`src/rtl/regfile_wb_queue.sv`:
```
// In-order write-back queue feeding the register bank, with a forwarding
// lookup over queued writes and a sticky illegal-address flag.
module regfile_wb_queue #(
  parameter int NREGS  = 8,
  parameter int ADDR_W = 3,
  parameter int DEPTH  = 4,
  parameter int DATA_W = 7
) (
  input  logic              clk,
  input  logic              rst,
  input  logic              in_valid,
  output logic              in_ready,
  input  logic [ADDR_W-1:0] in_addr,
  input  logic [DATA_W-1:0] in_data,
  input  logic              wb_hold,
  output logic [NREGS-1:0]  chosen,
  output logic              w_en,
  output logic [DATA_W-1:0] w_data,
  input  logic [ADDR_W-1:0] fwd_addr,
  output logic              fwd_hit,
  output logic [DATA_W-1:0] fwd_data,
  output logic [ADDR_W:0]   count,
  output logic              full,
  output logic              empty,
  output logic              err
);

  localparam int PTR_W = $clog2(DEPTH);
  localparam logic [ADDR_W:0] NREGS_L = (ADDR_W+1)'(NREGS);
  localparam logic [ADDR_W:0] DEPTH_L = (ADDR_W+1)'(DEPTH);

  logic [ADDR_W-1:0] addr_mem [DEPTH];
  logic [DATA_W-1:0] data_mem [DEPTH];

  logic [PTR_W-1:0]  wr_ptr_reg;
  logic [PTR_W-1:0]  rd_ptr_reg;
  logic [ADDR_W:0]   count_reg;
  logic              err_reg;

  logic              addr_legal;
  logic              push;
  logic              pop;
  logic              bad_req;
  logic [ADDR_W-1:0] head_addr;
  logic [DEPTH-1:0]  entry_match;

  assign full     = (count_reg == DEPTH_L);
  assign empty    = (count_reg == '0);
  assign in_ready = !full;
  assign count    = count_reg;
  assign err      = err_reg;

  assign addr_legal = ({1'b0, in_addr} < NREGS_L);
  assign push       = in_valid & in_ready & addr_legal;
  assign bad_req    = in_valid & in_ready & !addr_legal;

  assign w_en      = !empty & !wb_hold;
  assign pop       = w_en;
  assign head_addr = addr_mem[rd_ptr_reg];
  assign w_data    = w_en ? data_mem[rd_ptr_reg] : '0;

  generate
    for (genvar gi = 0; gi < NREGS; gi++) begin : g_chosen
      assign chosen[gi] = w_en && (head_addr == ADDR_W'(gi));
    end
  endgenerate

  // An entry is live when its distance from the head is below count.
  generate
    for (genvar gi = 0; gi < DEPTH; gi++) begin : g_match
      logic [PTR_W-1:0] entry_off;
      assign entry_off       = PTR_W'(gi) - rd_ptr_reg;
      assign entry_match[gi] = ((ADDR_W+1)'(entry_off) < count_reg) &&
                               (addr_mem[gi] == fwd_addr);
    end
  endgenerate

  // Walk oldest to youngest so the youngest match overwrites earlier ones.
  always_comb begin
    logic [PTR_W-1:0] idx;
    fwd_hit  = 1'b0;
    fwd_data = '0;
    idx      = '0;
    for (int k = 0; k < DEPTH; k++) begin
      idx = rd_ptr_reg + PTR_W'(k);
      if (entry_match[idx]) begin
        fwd_hit  = 1'b1;
        fwd_data = data_mem[idx];
      end
    end
  end

  always_ff @(posedge clk) begin
    if (push) begin
      addr_mem[wr_ptr_reg] <= in_addr;
      data_mem[wr_ptr_reg] <= in_data;
    end
  end

  always_ff @(posedge clk) begin
    if (rst) begin
      wr_ptr_reg <= '0;
      rd_ptr_reg <= '0;
      count_reg  <= '0;
      err_reg    <= 1'b0;
    end else begin
      if (push) wr_ptr_reg <= wr_ptr_reg + 1'b1;
      if (pop)  rd_ptr_reg <= rd_ptr_reg + 1'b1;
      case ({push, pop})
        2'b10:   count_reg <= count_reg + 1'b1;
        2'b01:   count_reg <= count_reg - 1'b1;
        default: count_reg <= count_reg;
      endcase
      if (bad_req) err_reg <= 1'b1;
    end
  end

endmodule

```
`config.mk`:
```
export PLATFORM = sky130hd
export DESIGN_NAME = regfile_wb_queue
export DESIGN_NICKNAME = d
export VERILOG_FILES = /design/src/rtl/regfile_wb_queue.sv
export SDC_FILE = /design/constraint.sdc
export NUM_CORES = 1
export LEC_CHECK = 0
export BUFFER_PORTS_ARGS = -buffer_cell sky130_fd_sc_hd__buf_2
export CAP_MARGIN = 20
export CORE_ASPECT_RATIO = 1.1
export CORE_MARGIN = 4
export CORE_UTILIZATION = 30
export DETAILED_ROUTE_END_ITERATION = 16
export GPL_TIMING_DRIVEN = 0
export MAX_ROUTING_LAYER = met4
export SLEW_MARGIN = 0
export SYNTH_ARGS = -nofsm -noshare
export SYNTH_HDL_FRONTEND = slang
export SYNTH_SLANG_ARGS = --single-unit
```
`constraint.sdc`:
```
create_clock -name clk -period 4.5 [get_ports clk]
set_clock_uncertainty 0.2 [all_clocks]
set_input_delay 0.675 -clock clk [delete_from_list [all_inputs] [get_ports clk]]
set_output_delay 0.675 -clock clk [all_outputs]
set_load 0.01 [all_outputs]
```
==> impl_results.html <==
<table>
<tr><th>Metric</th><th>Value</th></tr>
<tr><th colspan="2">Run status</th></tr>
<tr><td>Status</td><td>completed</td></tr>
<tr><th colspan="2">Final layout</th></tr>
<tr><td>Synth-to-Final Area Change</td><td>16.8%</td></tr>
<tr><td>Layout cell share with drive strength beyond 1</td><td>a little over a quarter</td></tr>
<tr><td>Number of diodes</td><td>0</td></tr>
<tr><td>Fraction of the core area covered by cells at the end of the flow</td><td>between 30% and 40%</td></tr>
<tr><td>Number of nets in the finished design</td><td>between 300 and 400</td></tr>
<tr><td>Max reg flops</td><td>28</td></tr>
<tr><th colspan="2">Floorplan</th></tr>
<tr><td>Count of boundary I/O pins</td><td>49</td></tr>
<tr><td>Chip Height</td><td>between 100 and 150 microns</td></tr>
<tr><td>Floorplan die area</td><td>~13000 sq um</td></tr>
<tr><td>Core Region</td><td>roughly 11000 sq um</td></tr>
<tr><td>Effective utilization at floorplan</td><td>31.1%</td></tr>
<tr><td>Die boundary width</td><td>110 microns</td></tr>
<tr><td>Row Count</td><td>40</td></tr>
<tr><th colspan="2">STA</th></tr>
<tr><td>Headroom to the max-slew limit</td><td>between 50% and 60%</td></tr>
<tr><td>Unrepaired setup endpoints after global routing</td><td>false</td></tr>
<tr><td>Post-layout minimum cycle time</td><td>4.25 ns</td></tr>
<tr><td>Final total negative setup slack</td><td>0 ns</td></tr>
<tr><td>Final Max Tran Viols</td><td>0</td></tr>
<tr><td>Hold Vio Cnt, Final</td><td>0</td></tr>
<tr><td>Setup Viol. Count Final</td><td>0</td></tr>
<tr><td>Achievable Freq</td><td>approximately 240 MHz</td></tr>
<tr><td>Slew at the pin with the worst max-slew slack</td><td>roughly 0.7 ns</td></tr>
<tr><td>Final clock period utilization by the worst path</td><td>94.4%</td></tr>
<tr><th colspan="2">Synthesis</th></tr>
<tr><td>Number of enable-type register cells in the synthesized netlist</td><td>40</td></tr>
<tr><td>Total nets after synthesis</td><td>roughly 320</td></tr>
<tr><td>Commonest cells post-synth</td><td>sky130_fd_sc_hd__edfxtp_1 (40), sky130_fd_sc_hd__nor2_1 (30), sky130_fd_sc_hd__a21oi_1 (18)</td></tr>
<tr><td>Share of the synthesized area in compound gates (AO/OA/AOI/OAI)</td><td>roughly 12%</td></tr>
<tr><td>Mux contribution to synthesized area</td><td>between 10% and 20%</td></tr>
<tr><td>Unique cell type count in the Yosys netlist</td><td>58</td></tr>
<tr><td>Leading cell type by number of instances after synthesis</td><td>sky130_fd_sc_hd__edfxtp_1</td></tr>
<tr><td>Number of warnings issued by yosys</td><td>0</td></tr>
<tr><td>Cell types with the largest area share after synthesis</td><td>sky130_fd_sc_hd__edfxtp_1 (35%), sky130_fd_sc_hd__mux4_1 (7.6%), sky130_fd_sc_hd__dfxtp_1 (5.8%)</td></tr>
<tr><td>Flip-flop and latch count after synthesis</td><td>50</td></tr>
<tr><td>Post-synthesis instance area</td><td>between 3000 and 4000 sq um</td></tr>
<tr><td>Post-Syn Area per Cell</td><td>~12 sq um</td></tr>
<tr><td>Flip-flop cell with the highest count after synthesis</td><td>sky130_fd_sc_hd__edfxtp_1</td></tr>
<tr><td>Area share of the largest cell type after synthesis</td><td>a little over a third</td></tr>
<tr><td>Largest area contributor in the synthesized netlist</td><td>sky130_fd_sc_hd__edfxtp_1</td></tr>
<tr><td>Xor/xnor share of the synthesized area</td><td>just under 5%</td></tr>
<tr><td>Post-Synthesis Cells</td><td>about 290</td></tr>
<tr><td>Fraction of the mapped netlist area in adder cells</td><td>under 10%</td></tr>
<tr><td>Sequential cell area fraction in the yosys report</td><td>between 40 and 50%</td></tr>
<tr><td>Basic-gate share of the synthesized area counting and, or, nand and nor cells</td><td>a little over an eighth</td></tr>
<tr><td>FFs w/ async S/R, synth</td><td>0%</td></tr>
<tr><td>Combinational family with the most area after synthesis</td><td>multiplexers</td></tr>
<tr><th colspan="2">Routing</th></tr>
<tr><td>Final ANT Viol Nets</td><td>0</td></tr>
<tr><td>Vias post-DR</td><td>around 2500</td></tr>
<tr><td>Number of DRC markers in iteration 0</td><td>160</td></tr>
<tr><td>WL/cell</td><td>approximately 18 microns</td></tr>
<tr><td>Vias per Instance</td><td>a little over 5</td></tr>
<tr><td>DR pass1 iterations</td><td>4</td></tr>
<tr><td>Drc violations</td><td>0</td></tr>
<tr><td>Detailed Route WL</td><td>roughly 8600 microns</td></tr>
<tr><th colspan="2">Global route</th></tr>
<tr><td>Number of antenna violations at the first check in global routing</td><td>0</td></tr>
<tr><td>Wire length of the first global-routing pass</td><td>~14000 microns</td></tr>
<tr><td>Global routing usage summed across all routing layers</td><td>around 14%</td></tr>
<tr><td>Vias in the first global route</td><td>2629</td></tr>
<tr><td>Maximum number of pins on one net before global-route repair</td><td>16</td></tr>
<tr><td>Overflow left after global routing</td><td>0</td></tr>
<tr><th colspan="2">Clock network</th></tr>
<tr><td>TritonCTS Buffers</td><td>5</td></tr>
<tr><td>Register clock-pin slew on the reported worst setup and hold paths</td><td>approximately 0.070 ns</td></tr>
<tr><td>Post-CTS repair timing setup buffer count</td><td>0</td></tr>
<tr><td>Resized Gates After CTS</td><td>0</td></tr>
<tr><td>Root Buffer Master</td><td>sky130_fd_sc_hd__clkbuf_16</td></tr>
<tr><td>Worst-skew pair later-pin latency</td><td>around 0.30 ns</td></tr>
<tr><td>Number of H-tree levels</td><td>2</td></tr>
<tr><td>Clock tree from TritonCTS</td><td>yes</td></tr>
<tr><td>Hold-fix buffers, CTS</td><td>0</td></tr>
<tr><td>Clock Sink Count</td><td>50</td></tr>
<tr><td>Clock Path Buffers</td><td>2</td></tr>
<tr><th colspan="2">Run</th></tr>
<tr><td>Max Cap Viol</td><td>0</td></tr>
<tr><th colspan="2">Placed design</th></tr>
<tr><td>Detailed-placement wirelength estimate</td><td>between 6000 and 7000 microns</td></tr>
<tr><td>Placer's final routability congestion estimate</td><td>approximately 0.90</td></tr>
<tr><td>Count of input and output buffers</td><td>46</td></tr>
<tr><th colspan="2">Setup path</th></tr>
<tr><td>Slowest cell delay on critical path</td><td>between 0.3 and 0.4 ns</td></tr>
<tr><td>Setup slack of the most critical reg-to-reg path</td><td>1.24 ns</td></tr>
<tr><td>Cell-by-cell trace of the critical path</td><td>bufbuf_8 -&gt; xor2_1 -&gt; inv_1 -&gt; ha_1 -&gt; o21ai_0 -&gt; nand4_1 -&gt; and4_4 -&gt; buf_6 -&gt; a311oi_1 -&gt; o31ai_1 -&gt; buf_2</td></tr>
<tr><td>Worst setup path category</td><td>flop to primary output</td></tr>
<tr><td>Critical Path Slowest Stage Cell</td><td>sky130_fd_sc_hd__a311oi_1</td></tr>
<tr><td>Worst Path Required</td><td>between 3 and 4 ns</td></tr>
<tr><td>Timing endpoint of the critical path</td><td>fwd_data[1]</td></tr>
<tr><td>Critical path origin</td><td>rd_ptr_reg[0]$_SDFFE_PP0P_</td></tr>
<tr><td>R2r endpoint</td><td>count[3]$_SDFFE_PP0P_</td></tr>
<tr><td>Endpoint arrival time on the critical path</td><td>roughly 3.4 ns</td></tr>
<tr><td>Max Fanout on Critical Path</td><td>10</td></tr>
<tr><td>Kind of start point of the critical path</td><td>flop</td></tr>
<tr><td>Reg-to-reg startpoint</td><td>count[0]$_SDFFE_PP0P_</td></tr>
<tr><td>Critical path endpoint category</td><td>primary output</td></tr>
<tr><td>Depth of the most critical reg-to-reg path</td><td>11</td></tr>
<tr><th colspan="2">Min path</th></tr>
<tr><td>Worst min-delay path category</td><td>flop to flop</td></tr>
<tr><th colspan="2">Power and ir drop</th></tr>
<tr><td>Leakage power summed over all cells</td><td>0.00151 uW</td></tr>
<tr><td>Peak supply drop</td><td>~170 uV</td></tr>
<tr><td>Power density over cell area</td><td>roughly 500 nW/um^2</td></tr>
<tr><td>Power Total</td><td>2030 uW</td></tr>
</table>
[cell families (layout without fill, tap and decap cells)]
kind of cell,Yosys count,in the layout
simple gates,84,84
compound gates,62,62
flops,50,50
mux,33,33
buf+inv,31,85
xor+xnor,19,19
fa+ha+maj,12,12
other cells,1,1
[final cells by class]
cell class	count	area, sq um
multi-input cells	211	1840
well taps	147	184
clock buffers	6	129
clock inverters	2	37.5
inverters	10	38.8
fillers	1107	7080
plain buffers	21	169
repair buffers	46	230
flip-flops and latches	50	1400
[worst min path at each step]
stage | start | endpoint | slack [ns] | depth (start not counted)
global route | in_addr[0] | addr_mem[2][0]$_DFFE_PP_ | 0.39 | 1
finish | count[3]$_SDFFE_PP0P_ | count[3]$_SDFFE_PP0P_ | 0.34 | 2
global placement | count[3]$_SDFFE_PP0P_ | count[3]$_SDFFE_PP0P_ | 0.32 | 2
detailed placement | count[3]$_SDFFE_PP0P_ | count[3]$_SDFFE_PP0P_ | 0.34 | 2
floorplan | count[3]$_SDFFE_PP0P_ | count[3]$_SDFFE_PP0P_ | 0.33 | 2
CTS | count[3]$_SDFFE_PP0P_ | count[3]$_SDFFE_PP0P_ | 0.34 | 2
[report_power, final]
group	internal, uW	switching, uW	leakage (uW)	total [uW]
sequential	574	45.3	0.000449	619
combinational	428	565	0.000979	993
clock	262	159	0.0000771	422
[per-stage QoR]
| stage | worst slack [ns] | cells | area, sq um | hold slack, ns |
|---|---|---|---|---|
| floorplan | 1.16 | 292 | 3450 | 0.331 |
| global placement | 0.693 | 485 | 3870 | 0.323 |
| detailed placement | 0.682 | 485 | 3870 | 0.336 |
| CTS | 0.306 | 493 | 4030 | 0.343 |
| global route | 0.129 | 493 | 4030 | 0.391 |
| finish | 0.250 | 493 | 4030 | 0.344 |
[cell usage in the layout (no fill, tap or decap), types with 2 or more instances in the layout]
cell	n
sky130_fd_sc_hd__a21o_1	2
sky130_fd_sc_hd__a21oi_1	18
sky130_fd_sc_hd__a311oi_1	7
sky130_fd_sc_hd__a41oi_1	6
sky130_fd_sc_hd__and2_1	8
sky130_fd_sc_hd__and3_1	4
sky130_fd_sc_hd__buf_2	50
sky130_fd_sc_hd__buf_6	5
sky130_fd_sc_hd__clkbuf_1	7
sky130_fd_sc_hd__clkbuf_16	5
sky130_fd_sc_hd__clkbuf_8	2
sky130_fd_sc_hd__dfxtp_1	10
sky130_fd_sc_hd__edfxtp_1	40
sky130_fd_sc_hd__ha_1	11
sky130_fd_sc_hd__inv_1	8
sky130_fd_sc_hd__mux2_1	4
sky130_fd_sc_hd__mux2_2	4
sky130_fd_sc_hd__mux2i_1	6
sky130_fd_sc_hd__mux4_1	10
sky130_fd_sc_hd__mux4_2	8
sky130_fd_sc_hd__nand2_1	12
sky130_fd_sc_hd__nand2b_1	4
sky130_fd_sc_hd__nand3_1	5
sky130_fd_sc_hd__nor2_1	30
sky130_fd_sc_hd__nor2b_1	2
sky130_fd_sc_hd__nor2b_4	6
sky130_fd_sc_hd__nor3_1	2
sky130_fd_sc_hd__o211ai_1	6
sky130_fd_sc_hd__o21a_1	2
sky130_fd_sc_hd__o21ai_0	6
sky130_fd_sc_hd__o31ai_1	7
sky130_fd_sc_hd__or2_1	2
sky130_fd_sc_hd__or3_1	2
sky130_fd_sc_hd__xnor2_1	10
sky130_fd_sc_hd__xor2_1	9
[worst max-delay path: cells and delay by family, from the launching register on]
kind                     cells  cell delay [ns]
adder cells (fa/ha/maj)      1             0.31
XOR/XNOR                     1             0.31
buffers and inverters        4             0.64
flip-flops                   1             0.32
AND/OR/NAND/NOR              2             0.70
AO/OA/AOI/OAI                3             0.78
[per-layer routing]
metal / vias up / global-route usage, % / share of wire (%)
met5: - / - / 0
met4: 0 / 6.62 / 3.2
met3: 18 / 2.46 / 4.5
met2: 82 / 23.3 / 51
met1: 1192 / 16.0 / 41
li1: 1219 / - / -
Power figures use the tool's default switching activity.
